**config.mk**
```make
export PLATFORM = sky130hd
export DESIGN_NAME = ltl_monitor_cluster_ctrl
export DESIGN_NICKNAME = d
export VERILOG_FILES = /design/src/rtl/ltl_monitor_cluster_ctrl.sv
export SDC_FILE = /design/constraint.sdc
export NUM_CORES = 1
export LEC_CHECK = 0
export BUFFER_PORTS_ARGS = -buffer_cell sky130_fd_sc_hd__buf_4
export CAP_MARGIN = 20
export CORE_UTILIZATION = 58
export DETAILED_ROUTE_END_ITERATION = 10
export PLACE_DENSITY = 0.84
export SLEW_MARGIN = 20
export SYNTH_ARGS = -nofsm -noshare
export SYNTH_HDL_FRONTEND = slang
export SYNTH_SLANG_ARGS = --single-unit
export TNS_END_PERCENT = 100
```
**constraint.sdc**
```tcl
create_clock -name clk -period 4.05 [get_ports clk]
set_input_delay 0.2025 -clock clk [delete_from_list [all_inputs] [get_ports clk]]
set_output_delay 0.2025 -clock clk [all_outputs]
set_load 0.005 [all_outputs]
```
**src/rtl/ltl_monitor_cluster_ctrl.sv**
```systemverilog
// Per-cluster LTL monitor: reduces automaton report states into live/sticky verdicts,
// saturating violation counters and a single-entry timestamped first-hit event port.
module ltl_monitor_cluster_ctrl #(
    parameter  int NUM_PROPS      = 10,
    parameter  int NUM_REPORTS    = 4,
    parameter  int CNT_W          = 8,
    parameter  int TS_W           = 32,
    parameter  int FREEZE_ON_VIOL = 0,
    localparam int ID_W           = (NUM_PROPS > 1) ? $clog2(NUM_PROPS) : 1
) (
    input  logic                               clk,
    input  logic                               reset,
    input  logic                               run,
    input  logic                               clear,
    input  logic [NUM_PROPS-1:0]               prop_en,
    input  logic [NUM_PROPS*NUM_REPORTS-1:0]   rpt_in,
    output logic [NUM_PROPS-1:0]               ltl_out,
    output logic [NUM_PROPS-1:0]               ltl_sticky,
    output logic [NUM_PROPS*CNT_W-1:0]         viol_cnt,
    output logic                               evt_valid,
    input  logic                               evt_ready,
    output logic [ID_W-1:0]                    evt_id,
    output logic [TS_W-1:0]                    evt_time,
    output logic                               evt_multi,
    output logic                               evt_lost,
    output logic                               frozen
);

    typedef enum logic {ACTIVE, FROZEN} state_e;

    state_e                       state_q, state_d;
    logic [NUM_PROPS-1:0]         out_q, out_d, sticky_q, sticky_d, hit;
    logic [NUM_PROPS*CNT_W-1:0]   cnt_q, cnt_d;
    logic [TS_W-1:0]              tstamp_q, tstamp_d, time_q, time_d;
    logic [ID_W-1:0]              id_q, id_d, first_id;
    logic                         valid_q, valid_d, multi_q, multi_d, lost_q, lost_d;
    logic                         seen, many, any_hit, slot_free;

    always_comb begin
        hit      = '0;
        first_id = '0;
        seen     = 1'b0;
        many     = 1'b0;
        for (int unsigned i = 0; i < NUM_PROPS; i++) begin
            hit[i] = run & prop_en[i] & (|rpt_in[i*NUM_REPORTS +: NUM_REPORTS])
                     & (state_q == ACTIVE) & ~clear;
            if (hit[i]) begin
                if (!seen) first_id = ID_W'(i);
                else       many     = 1'b1;
                seen = 1'b1;
            end
        end
        any_hit   = seen;
        slot_free = ~valid_q | evt_ready;
    end

    always_comb begin
        state_d  = state_q;
        out_d    = hit;
        sticky_d = sticky_q | hit;
        cnt_d    = cnt_q;
        tstamp_d = tstamp_q;
        valid_d  = valid_q & ~evt_ready;
        id_d     = id_q;
        time_d   = time_q;
        multi_d  = multi_q;
        lost_d   = lost_q;
        for (int unsigned i = 0; i < NUM_PROPS; i++) begin
            if (hit[i] && (cnt_q[i*CNT_W +: CNT_W] != {CNT_W{1'b1}}))
                cnt_d[i*CNT_W +: CNT_W] = cnt_q[i*CNT_W +: CNT_W] + CNT_W'(1);
        end
        if (run && state_q == ACTIVE) tstamp_d = tstamp_q + TS_W'(1);
        // the event is sampled with the pre-increment timestamp
        if (any_hit) begin
            if (slot_free) begin
                valid_d = 1'b1;
                id_d    = first_id;
                time_d  = tstamp_q;
                multi_d = many;
            end else begin
                lost_d  = 1'b1;
            end
            if (FREEZE_ON_VIOL != 0) state_d = FROZEN;
        end
        if (clear) begin
            state_d  = ACTIVE;
            out_d    = '0;
            sticky_d = '0;
            cnt_d    = '0;
            tstamp_d = '0;
            valid_d  = 1'b0;
            multi_d  = 1'b0;
            lost_d   = 1'b0;
        end
    end

    always_ff @(posedge clk or negedge reset) begin
        if (!reset) begin
            state_q  <= ACTIVE;
            out_q    <= '0;
            sticky_q <= '0;
            cnt_q    <= '0;
            tstamp_q <= '0;
            valid_q  <= 1'b0;
            id_q     <= '0;
            time_q   <= '0;
            multi_q  <= 1'b0;
            lost_q   <= 1'b0;
        end else begin
            state_q  <= state_d;
            out_q    <= out_d;
            sticky_q <= sticky_d;
            cnt_q    <= cnt_d;
            tstamp_q <= tstamp_d;
            valid_q  <= valid_d;
            id_q     <= id_d;
            time_q   <= time_d;
            multi_q  <= multi_d;
            lost_q   <= lost_d;
        end
    end

    assign ltl_out    = out_q;
    assign ltl_sticky = sticky_q;
    assign viol_cnt   = cnt_q;
    assign evt_valid  = valid_q;
    assign evt_id     = id_q;
    assign evt_time   = time_q;
    assign evt_multi  = multi_q;
    assign evt_lost   = lost_q;
    assign frozen     = (state_q == FROZEN);

endmodule

```
==> results of run 1 <==
[worst paths after layout]
check	start	endpoint	slack [ns]	cells after the start
max reg2reg	viol_cnt[64]	viol_cnt[69]	1.75	6
min reg2reg	evt_id[0]	evt_id[0]	0.49	2
min	prop_en[1]	ltl_out[1]	0.15	3
max in group asynchronous	reset	ltl_sticky[2]	2.52	3
min in group asynchronous	reset	evt_time[7]	0.47	2
max	viol_cnt[64]	viol_cnt[69]	1.75	6
[area by class of cell]
type / instances / share of cell area
clock buffer: 19 / 0.04265
inverter: 14 / 0.005060
multi-input combinational: 561 / 0.3538
timing repair buffer: 201 / 0.1459
clock inverter: 12 / 0.01891
tap: 180 / 0.02168
sequential: 171 / 0.4120
[routing by layer]
layer  up-vias  track usage
met4         0      0.07099
li1       3086            -
met3        19      0.08882
met2       218       0.4582
met5         -            0
met1      3195       0.3615
[flip-flops by register name, indices dropped and copies added, names as in the netlist, 4 cells and up]
| register | flops |
|---|---|
| evt_id | 4 |
| evt_time | 32 |
| ltl_out | 10 |
| ltl_sticky | 10 |
| tstamp_q | 32 |
| viol_cnt | 80 |
[cell families (layout without fill, tap and decap cells)]
| family | after synthesis | count (layout) | synth area share |
|---|---|---|---|
| fa+ha+maj | 12 | 12 | 0.01798 |
| xor+xnor | 67 | 67 | 0.07148 |
| flops | 171 | 171 | 0.5213 |
| compound gates | 92 | 92 | 0.08078 |
| simple gates | 348 | 348 | 0.2105 |
| mux | 41 | 41 | 0.06630 |
| buf+inv | 45 | 246 | 0.03124 |
| other cells | 1 | 1 | 0.0004568 |
[critical path: stages (launching register included)]
cell	delay, ns
sky130_fd_sc_hd__dfrtp_1	0.43
sky130_fd_sc_hd__ha_1	0.27
sky130_fd_sc_hd__and3_1	0.23
sky130_fd_sc_hd__a2111oi_4	0.49
sky130_fd_sc_hd__nand4_1	0.28
sky130_fd_sc_hd__or3_1	0.37
sky130_fd_sc_hd__a21oi_1	0.15
[where the power goes]
part	switching (µW)	internal, µW	total [µW]
Sequential	37.4	1750	1780
Combinational	183	142	326
Clock	657	1110	1760
Total	878	2990	3870
[layout by cell type (no fill, tap or decap), drive strengths merged, types with 8 or more instances in the layout]
cell type  Yosys  layout
nand2         78      78
nand3         24      24
a21oi         17      17
buf           19     200
mux2i         12      12
nand4         35      35
clkinv         1       8
and3          24      24
nor2         123     123
nor3          18      18
o21ai         36      36
xnor2         20      20
inv           13      13
or2            9       9
xor2          47      47
dfrtp        171     171
mux2          29      29
ha            11      11
nor4          12      12
clkbuf        12      19
[metrics by stage]
step	power (µW)	hold slack, ns
after floorplan	1970	-0.09309
after global placement	2132	0.3888
after detailed placement	2139	0.3831
after CTS	3894	0.1365
after global routing	3993	0.1569
final	3871	0.1531
==> results.md, run 1 <==
Placed design:
- The last weighted congestion value of the routability-driven placer is 0.8499.
- The post-placement worst setup slack is 1.347 ns.
- The standard cell area after detailed placement is 0.009737 mm².
- The number of cells in the design after placement is 1,126.
- In this run the tool buffered the top-level ports with 193 buffer cells.
- The placed wire-length estimate is 13,770 µm.

Worst setup path:
- The worst setup path is of the flop to flop kind.
- Data on the critical path is required at its endpoint by 4.39 ns.
- In this run the worst path has a maximum fanout of 6.
- The endpoint kind of the worst setup timing path is a flop.
- STA classifies the critical path startpoint as a flop.
- STA puts the critical path data arrival time at 2.65 ns.

Die:
- The vertical die dimension is 121.0 µm.
- The total area inside the core boundary comes to 0.01383 mm².
- The die covers 0.01463 mm².
- The floorplan die width is 121.0 µm.
- Row generation in the floorplan step produced 43 rows.
- The initial standard-cell utilization of the core is 0.5937.
- 195 I/O pins were placed.

Drt:
- The detail-routed net length per standard cell is 17.09 µm.
- Summed over all nets, wire length on met3 after detailed routing comes to 1402 µm.
- The post-route met1 wirelength is 8535 µm.
- Once detail routing completed, the nets flagged for antenna violations numbered 0.
- Wire segments on met2 add up to 9616 µm in the final route.
- Summed over all layers, the routed wires come to 19,790 µm.
- Routed signal wires occupy layers up through met4.
- The detailed router placed 6,518 vias in this run.
- The average vias per placed instance is 5.629.
- In the routed design, unresolved DRC markers number 0.
- Before antenna repair, the detailed router went through 5 iterations.
- The number of DRC violations after detailed-routing iteration 0 is 377.

Final layout:
- The layout overhead on the synthesized area is 26.52%.
- The combined flip-flop and latch cell area is 0.004279 mm².
- The final core utilization is 0.7512.
- The net count reported at finish is 1,032.
- The filler cells instantiated in the layout total 1,016.
- With fillers left out, the area of the finished cells amounts to 0.01039 mm².
- Excluding fillers, the count of instances in the completed layout stands at 1,158.
- The multi-input gate area in the final layout is 0.003675 mm².
- Of the cells placed in the final design, the portion with a size suffix greater than 1 is 0.2965.
- The number of antenna diodes in the final layout is 0.

Synth:
- The number of nets in the synthesized netlist is 843.
- By count the netlist is led by sky130_fd_sc_hd__dfrtp_1, sky130_fd_sc_hd__nor2_1, sky130_fd_sc_hd__nand2_1.
- The synthesized area per cell is 10.57 µm².
- The sequential cell area fraction in the yosys report is 0.5213.
- The distinct cell type count after synthesis is 66.
- Counting flops with a built-in enable in the synthesized netlist gives 0.
- The number of warning messages in the yosys log is 0.
- Synthesis produced 777 cells.
- The cell area that synthesis handed to floorplanning was 0.008209 mm².
- The most used flip-flop cell after synthesis is sky130_fd_sc_hd__dfrtp_1.
- Counting flops and latches in the post-synthesis netlist gives 171.
- By area the synthesized netlist is led by sky130_fd_sc_hd__dfrtp_1, sky130_fd_sc_hd__nor2_1, sky130_fd_sc_hd__xor2_1.
- The top-area cell type share of the netlist area is 0.5213.
- The async set-reset flop share out of synthesis is 1.000.
- Of all cell types, the one taking the most synthesized area is sky130_fd_sc_hd__dfrtp_1.
- Among all cell types in the netlist, the one instantiated most often is sky130_fd_sc_hd__dfrtp_1.

GRT:
- Entering global routing, the biggest net connects 108 pins.
- The first global-routing pass estimated 31,350 µm of wire.
- After global routing the overflow that remains totals 0.
- The initial antenna violation count came to 0.
- The via count of the first global-routing pass was 6,178.
- Across every metal layer, demand over resource in global routing totals 0.2803.

Timing:
- The count of final setup violators is 0.
- Setup repair after global routing left no endpoint under its margin.
- The number of pins exceeding their max-slew limit in the final report is 0.
- The worst pin sits at a relative slew slack of 0.3661.
- For this run, the top clock speed supported by timing is 434.2 MHz.
- The hold violation count in the final report is 0.
- Setup slack on the critical path of the routed design comes to 1.747 ns.
- The setup TNS is 0 ns.
- The clock period minus worst slack is 2.303 ns.
- The clock tree skew after final layout is 0.006625 ns.
- The transition time at the pin with the least slew margin is 0.9509 ns.
- In the finished design, the share of the clock period the worst path needs comes to 0.5687.

Clocking:
- The tree built by TritonCTS fans out to 171 sinks.
- Once the clock tree was built, the resizer swapped 0 gates to a different size.
- The number of H-tree levels is 4.
- The tree is rooted in a sky130_fd_sc_hd__clkbuf_16.
- Clock tree synthesis inserted a total of 17 buffers.
- The post-CTS repair timing setup buffer count is 0.
- The clock insertion delay at the later pin of the skew report is 0.42 ns.
- The buffer depth of the longest clock path is 2.
- The number of hold buffers added after CTS is 1.
- The TritonCTS clock tree is yes.
- The clock-pin transition on the worst setup and hold timing paths is 0.06 ns.

Hold path:
- The min-delay analysis places its worst path in the category input pin to flop.

Run:
- The number of maximum-capacitance violations is 0.

Power:
- Dividing total power by cell area gives a power density of 372.7 mW/mm².
- The maximum ir drop on the vdd rail is 0.3246 mV.
- Summed over all cells, the static leakage comes to 0.005050 µW.

Run status:
- The flow ran to the end, and the final reports show no timing, DRC or antenna violations.
No activity file was read; power rests on OpenSTA's default activity.
==> run 2, diff against run 1 <==
--- a/config.mk
+++ b/config.mk
@@ -7,9 +7,9 @@
 export LEC_CHECK = 0
 export BUFFER_PORTS_ARGS = -buffer_cell sky130_fd_sc_hd__buf_4
 export CAP_MARGIN = 20
-export CORE_UTILIZATION = 58
+export CORE_UTILIZATION = 49
 export DETAILED_ROUTE_END_ITERATION = 10
-export PLACE_DENSITY = 0.84
+export PLACE_DENSITY = 0.76
 export SLEW_MARGIN = 20
 export SYNTH_ARGS = -nofsm -noshare
 export SYNTH_HDL_FRONTEND = slang
==> constraint.sdc (replaced) <==
create_clock -name clk -period 1.89 [get_ports clk]
set_input_delay 0.0945 -clock clk [delete_from_list [all_inputs] [get_ports clk]]
set_output_delay 0.0945 -clock clk [all_outputs]
set_load 0.005 [all_outputs]
==> run 2 against run 1 <==
  * Fmax grew 25%
  * Setup slack lost 1.7 ns
  * Critical path depth is the same
  * Global-route usage shrank 2.8 points
  * Cell area grew 7.3%
  * Utilization shrank 5.9 points
  * Critical endpoint unchanged
==> results.md, run 2 (synthesis results as in run 1) <==
Run status:
- The run finished with clean final reports.

Clocking:
- The clock sink total is 171 (unchanged).
- The CTS buffer count is 17 (unchanged).
- The clock-pin transition on the worst setup and hold timing paths came to 0.06 ns (about the same).
- The clock insertion delay at the later pin of the skew report came to 0.43 ns (about the same).
- CTS placed an instance of sky130_fd_sc_hd__clkbuf_16 at the clock tree root.
- TritonCTS built the clock tree.
- The buffer depth of the longest clock path is 2 (unchanged).
- The number of H-tree levels is 4 (unchanged).

GRT:
- The pin count of the biggest net entering global routing was 55 (-49%).
- The global route total overflow is 0 (unchanged).
- The global router's overall resource usage was 0.2523 (-0.02798).
- The initial antenna violation count is 0 (unchanged).
- The global-route wire length before repair is 34,270 µm (+9.3%).
- The via count of the first global-routing pass is 6,691 (+8.3%).

Worst setup path:
- STA classifies the critical path startpoint as a flop.
- The endpoint kind of the worst setup timing path is a flop.
- The setup slack on the worst flop-to-flop path is 0.04 ns (-1.70 ns).
- The type of the worst setup path is flop to flop.
- Tracing the worst setup path back leads to its startpoint at viol_cnt[64].
- The data required time at the worst endpoint came to 2.24 ns (-2.15 ns).
- The most critical setup path has its endpoint at viol_cnt[69].
- The worst register-to-register path ends at viol_cnt[69].
- The data arrival time of the critical path came to 2.20 ns (-0.45 ns).
- The reg-to-reg startpoint is viol_cnt[64].
- The length in cells of the worst reg-to-reg path is 6 (unchanged).
- The largest fanout on the critical path is 3 (-3).

Timing:
- The clock tree skew after final layout is 0.007684 ns (+0.001059 ns).
- The fmax is 541.1 MHz (+25%).
- The portion of the clock cycle consumed by the worst path in the final layout is 0.9778 (+0.4092).
- The hold violation count in the final report is 0 (unchanged).
- The normalized max-slew margin came to 0.6460 (+0.2800).
- The number of pins exceeding their max-slew limit in the final report is 0 (unchanged).
- The count of final setup violators is 0 (unchanged).
- The transition time at the pin with the least slew margin is 0.5266 ns (-0.4243 ns).
- Setup repair after global routing could not meet its margin everywhere.
- The clock period minus worst slack was 1.848 ns (-0.4550 ns).

Placed design:
- The placed wire-length estimate is 15,500 µm (+13%).
- The number of port buffers is 193 (unchanged).
- The standard cell area after detailed placement is 0.01042 mm² (+7.0%).
- The last weighted congestion value of the routability-driven placer is 0.8457 (-0.49%).

Die:
- The area of the die was 0.01728 mm² (+18%).
- The number of top-level design ports is 195 (unchanged).
- The vertical die dimension is 131.4 µm (+8.7%).
- The floorplan die width is 131.4 µm (+8.7%).
- The number of cell rows is 46 (+7.0%).
- The area of the placeable core is 0.01612 mm² (+17%).
- The initial standard-cell utilization of the core is 0.5094 (-0.08431).

Drt:
- The count of vias placed by the detailed router is 6,795 (+4.2%).
- The detail-routed net length per standard cell came to 16.60 µm (-2.9%).
- The routed wire length came to 21,150 µm (+6.9%).
- The average vias per placed instance came to 5.334 (-5.2%).
- The remaining antenna violation count is 0 (unchanged).
- The number of DRC violations after detailed-routing iteration 0 is 377 (unchanged).
- The detailed-router iteration count before antenna repair is 4 (-1).
- The DRC violation count after routing came to 0 (unchanged).

Final layout:
- Relative to the synthesized area, the layout overhead comes to 35.80%.
- The post-route standard cell area excluding fillers came to 0.01115 mm² (+7.3%).
- The library cells used most frequently in the layout, excluding fill and tap cells, are sky130_fd_sc_hd__buf_4, sky130_fd_sc_hd__dfrtp_1, sky130_fd_sc_hd__nor2_1, sky130_fd_sc_hd__nand2_1, sky130_fd_sc_hd__xor2_1.
- The antenna diode count is 0 (unchanged).
- The final core utilization is 0.6918 (-0.05938).
- The flip-flop count of the largest register after layout is 80 (unchanged).
- The net count reported at finish is 1,111 (+7.7%).
- The share of final-layout standard cells stronger than drive strength 1 was 0.3563 (+0.05981).
- The library cell used most frequently in the layout, excluding fill and tap cells, is sky130_fd_sc_hd__buf_4.

Run:
- The number of maximum-capacitance violations came to 0 (unchanged).

Power:
- The static leakage is 0.005466 µW (+8.2%).
- The power per unit of standard cell area is 773.9 mW/mm² (+110%).
- The maximum ir drop on the vdd rail is 0.6345 mV (+95%).

Hold path:
- The tightest min-delay check is of the input pin to flop type.
## run 2: cell types whose count changed in the layout (fill, tap and decap cells not counted), sizes merged
cell      delta
buf         +79
clkinv       -5
clkinvlp     +4
inv          +2
bufinv       +1
clkbuf       -1
## run 2: through the flow
stage	instances	power [µW]	setup TNS [ns]	worst slack, ns	hold slack (ns)
final	1274	8628	0	0.04189	0.02452
after global routing	1274	8923	-0.1955	-0.1092	0.02957
after detailed placement	1237	4713	-3.946	-0.1602	0.09236
after CTS	1271	8689	0	0.02104	0.01363
after global placement	1237	4695	-3.176	-0.1262	0.09039
after floorplan	777	4222	-0.08997	-0.06614	-0.2011
## run 2: worst min path at each step
stage / startpoint / endpoint / depth (start not counted)
after floorplan: reset / evt_id[0] / 0
after global placement: reset / evt_time[9] / 1
after detailed placement: reset / evt_time[8] / 1
after CTS: clear / viol_cnt[71] / 2
after global routing: clear / viol_cnt[71] / 2
final: clear / viol_cnt[71] / 2
## run 2: repair_timing
action | CTS | global route
resized for setup | 0 | 6
hold endpoints to repair | 50 | 0
setup endpoints to repair | 1 | 28
buffers inserted | 1 | 3
pin swaps | 1 | 2
hold buffers | 1 | 0
## run 2: layer usage
metal,share of wire,global-route usage
met5,0,0
met4,0.016,0.08592
met3,0.065,0.06057
met2,0.49,0.4106
met1,0.43,0.3296
## run 2: layout make-up
class / instances / area (µm²)
fill: 1266 / 4967
sequential: 171 / 4279
multi-input combinational: 561 / 3705
timing repair buffer: 280 / 2171
clock buffer: 18 / 429.2
tap: 216 / 270.3
clock inverter: 14 / 241.5
inverter: 14 / 52.55
## run 2: critical path, stage by stage, from the launching register on
cell and delay (ns):
sky130_fd_sc_hd__dfrtp_1 0.40, sky130_fd_sc_hd__ha_2 0.18, sky130_fd_sc_hd__and3_4 0.18, sky130_fd_sc_hd__a2111oi_4 0.31, sky130_fd_sc_hd__nand4_1 0.19, sky130_fd_sc_hd__or3_1 0.38, sky130_fd_sc_hd__a21oi_1 0.13
## run 2: power by group
| group | leakage, µW | internal, µW | switching, µW | total, µW |
|---|---|---|---|---|
| registers | 0.00236 | 3740 | 60.3 | 3800 |
| logic | 0.00279 | 403 | 443 | 846 |
| clock network | 0.000313 | 2490 | 1500 | 3980 |
| total | 0.00547 | 6630 | 2000 | 8630 |
==> run 3, diff against run 2 <==
--- a/config.mk
+++ b/config.mk
@@ -7,6 +7,7 @@
 export LEC_CHECK = 0
 export BUFFER_PORTS_ARGS = -buffer_cell sky130_fd_sc_hd__buf_4
 export CAP_MARGIN = 20
+export CORE_ASPECT_RATIO = 0.5
 export CORE_UTILIZATION = 49
 export DETAILED_ROUTE_END_ITERATION = 10
 export PLACE_DENSITY = 0.76
==> run 3 against run 2 <==
  * Largest power group is now registers
  * Clock skew rose by 0.0020 ns
  * Count of clock-buffer cells in the layout rose by 4
  * Global-route usage fell by 0.68 points
  * Fmax fell by 0.25%
  * Critical endpoint unchanged
  * Largest cell class unchanged
  * Critical path depth did not move
  * Sequential power barely moved
==> results.md, run 3 (synthesis results as in run 1) <==
Run status:
- The flow ran to the end, and the final reports show no timing, DRC or antenna violations.

Placed design:
- The number of cells in the design after placement is 1,241 (+0.32%).
- The placed wire-length estimate is 14,810 µm (-4.4%).
- The number of port buffers is 193 (unchanged).
- The last weighted congestion value of the routability-driven placer is 0.8562 (+1.2%).

Die:
- The number of cell rows is 33 (-28%).
- The floorplan die width is 185.1 µm (+41%).
- The area of the die was 0.01731 mm² (+0.18%).
- The area of the placeable core was 0.01639 mm² (+1.7%).
- The number of top-level design ports is 195 (unchanged).
- The vertical die dimension is 93.53 µm (-29%).
- The initial standard-cell utilization of the core was 0.5008 (-0.008593).

Worst setup path:
- The data arrival time of the critical path is 2.21 ns (about the same).
- The slowest stage of the critical path is the sky130_fd_sc_hd__dfrtp_1 cell.
- The largest fanout on the critical path came to 3 (unchanged).
- The length in cells of the worst reg-to-reg path is 6 (unchanged).
- The critical path startpoint category is a flop.
- Traced cell by cell, the critical path runs through ha_2, and3_4, a2111oi_4, nand4_1, or3_1, a21oi_1.
- The biggest cell delay along the critical path came to 0.39 ns (about the same).
- STA classifies the critical path endpoint as a flop.
- By startpoint and endpoint, the worst setup path is classified as flop to flop.
- The data required time at the worst endpoint is 2.25 ns (about the same).
- The setup slack on the worst flop-to-flop path is 0.04 ns (about the same).

GRT:
- The via count of the first global-routing pass is 6,516 (-2.6%).
- The global-route wire length before repair is 32,860 µm (-4.1%).
- The pin count of the biggest net entering global routing came to 62 (+13%).
- The global router's overall resource usage is 0.2455 (-0.006780).
- The global route total overflow was 0 (unchanged).
- The initial antenna violation count was 0 (unchanged).

Clocking:
- The TritonCTS clock tree is yes.
- The clock insertion delay at the later pin of the skew report is 0.43 ns (about the same).
- The clock-pin transition on the worst setup and hold timing paths came to 0.07 ns (about the same).
- The number of H-tree levels is 4 (unchanged).
- The CTS buffer count is 17 (unchanged).
- The buffer type at the clock tree root is sky130_fd_sc_hd__clkbuf_16.
- The clock sink total is 171 (unchanged).
- The buffer depth of the longest clock path is 2 (unchanged).

Power:
- The final total power is 8080 µW (-6.4%).
- The static leakage is 0.005419 µW (-0.86%).
- The maximum ir drop on the vdd rail came to 0.6532 mV (+2.9%).
- The power per unit of standard cell area is 731.5 mW/mm² (-5.5%).

Timing:
- The number of pins exceeding their max-slew limit in the final report is 0 (unchanged).
- The hold violation count in the final report is 0 (unchanged).
- The clock tree skew after final layout is 0.009657 ns (+0.001972 ns).
- The fmax is 539.7 MHz (-0.25%).
- The worst hold-check slack is 0.1121 ns (+0.08755 ns).
- The clock period minus worst slack is 1.853 ns (+0.004689 ns).
- The setup TNS is 0 ns (unchanged).
- The count of final setup violators was 0 (unchanged).
- The portion of the clock cycle consumed by the worst path in the final layout is 0.9803 (+0.002481).
- Setup repair after global routing could not meet its margin everywhere.

Final layout:
- The number of inserted filler cells in the final layout is 1,298 (+2.5%).
- Relative to the synthesized area, the layout overhead comes to 34.55%.
- The share of final-layout standard cells stronger than drive strength 1 is 0.3504 (-0.005905).
- The most common cell after layout, fill and taps aside is sky130_fd_sc_hd__buf_4.
- The flip-flop count of the largest register after layout came to 80 (unchanged).
- The library cells used most frequently in the layout, excluding fill and tap cells, are sky130_fd_sc_hd__buf_4, sky130_fd_sc_hd__dfrtp_1, sky130_fd_sc_hd__nor2_1, sky130_fd_sc_hd__nand2_1, sky130_fd_sc_hd__xor2_1.
- The post-layout instance count excluding filler cells came to 1,280 (+0.47%).
- The antenna diode count is 0 (unchanged).
- The net count reported at finish is 1,106 (-0.45%).

Hold path:
- The worst hold path belongs to the class input pin to flop.
- The hold path depth is 4 (+2).

Drt:
- The count of vias placed by the detailed router is 6,704 (-1.3%).
- The DRC violation count after routing is 0 (unchanged).
- The average vias per placed instance came to 5.238 (-1.8%).
- The number of DRC violations after detailed-routing iteration 0 is 326 (-14%).
- The remaining antenna violation count is 0 (unchanged).
- The detail-routed net length per standard cell is 15.84 µm (-4.6%).
- The routed wire length is 20,280 µm (-4.1%).
- The detailed-router iteration count before antenna repair is 4 (unchanged).

Run:
- The number of maximum-capacitance violations is 0 (unchanged).
## run 3: changes by cell type in the layout (fill, tap and decap cells not counted), sizes merged
cell | before | now
buf | 279 | 273
bufinv | 6 | 2
clkbuf | 18 | 22
clkinv | 3 | 7
clkinvlp | 4 | 1
dlygate4sd3 | 1 | 2
inv | 15 | 14
## run 3: final timing paths
check,start,end
hold / removal,prop_en[3],ltl_out[3]
min in group asynchronous,reset,tstamp_q[24]
setup / recovery,viol_cnt[65],viol_cnt[69]
hold reg to reg,evt_id[0],evt_id[0]
max in group asynchronous,reset,ltl_sticky[3]
setup reg to reg,viol_cnt[65],viol_cnt[69]
## run 3: power breakdown
part | leakage, µW | internal [µW] | switching [µW]
Combinational | 0.00278 | 403 | 431
Sequential | 0.00236 | 3740 | 59.5
Clock | 0.000278 | 1990 | 1460
## run 3: routing by layer
layer | GRT usage | share of wire | vias up
li1 | - | - | 3226
met1 | 0.3136 | 0.44 | 3286
met2 | 0.4066 | 0.50 | 157
met3 | 0.04945 | 0.038 | 35
met4 | 0.1088 | 0.026 | 0
met5 | 0 | 0 | -
## run 3: stage by stage
step                      area, µm²  setup WS (ns)  utilization
after floorplan                8217       -0.06614            -
after global placement        10360        -0.1653       0.6322
after detailed placement      10360        -0.2165       0.6322
after CTS                     10960        0.02650       0.6683
after global routing          11050       -0.08492       0.6738
final                         11050        0.03720       0.6738
## run 3: repair_timing
item | in CTS | in global routing
hold endpoints to repair | 171 | 0
resized for setup | 0 | 8
buffers inserted | 0 | 5
hold buffers | 2 | 0
endpoints found under the setup margin | 0 | 25
## run 3: layout make-up
type | count | area (µm²) | area share
Inverter | 14 | 52.55 | 0.004758
Multi-Input combinational cell | 561 | 3722 | 0.3370
Timing Repair Buffer | 275 | 2136 | 0.1934
Tap cell | 227 | 284.0 | 0.02571
Clock inverter | 10 | 117.6 | 0.01065
Sequential cell | 171 | 4279 | 0.3874
Clock buffer | 22 | 454.2 | 0.04112
## run 3: worst max-delay path: cells and delay by family (launching register included)
kind	cells	cell delay, ns
and+or+nand+nor	3	0.76
AOI/OAI and AO/OA	2	0.44
DFF	1	0.39
adders and majority gates	1	0.19
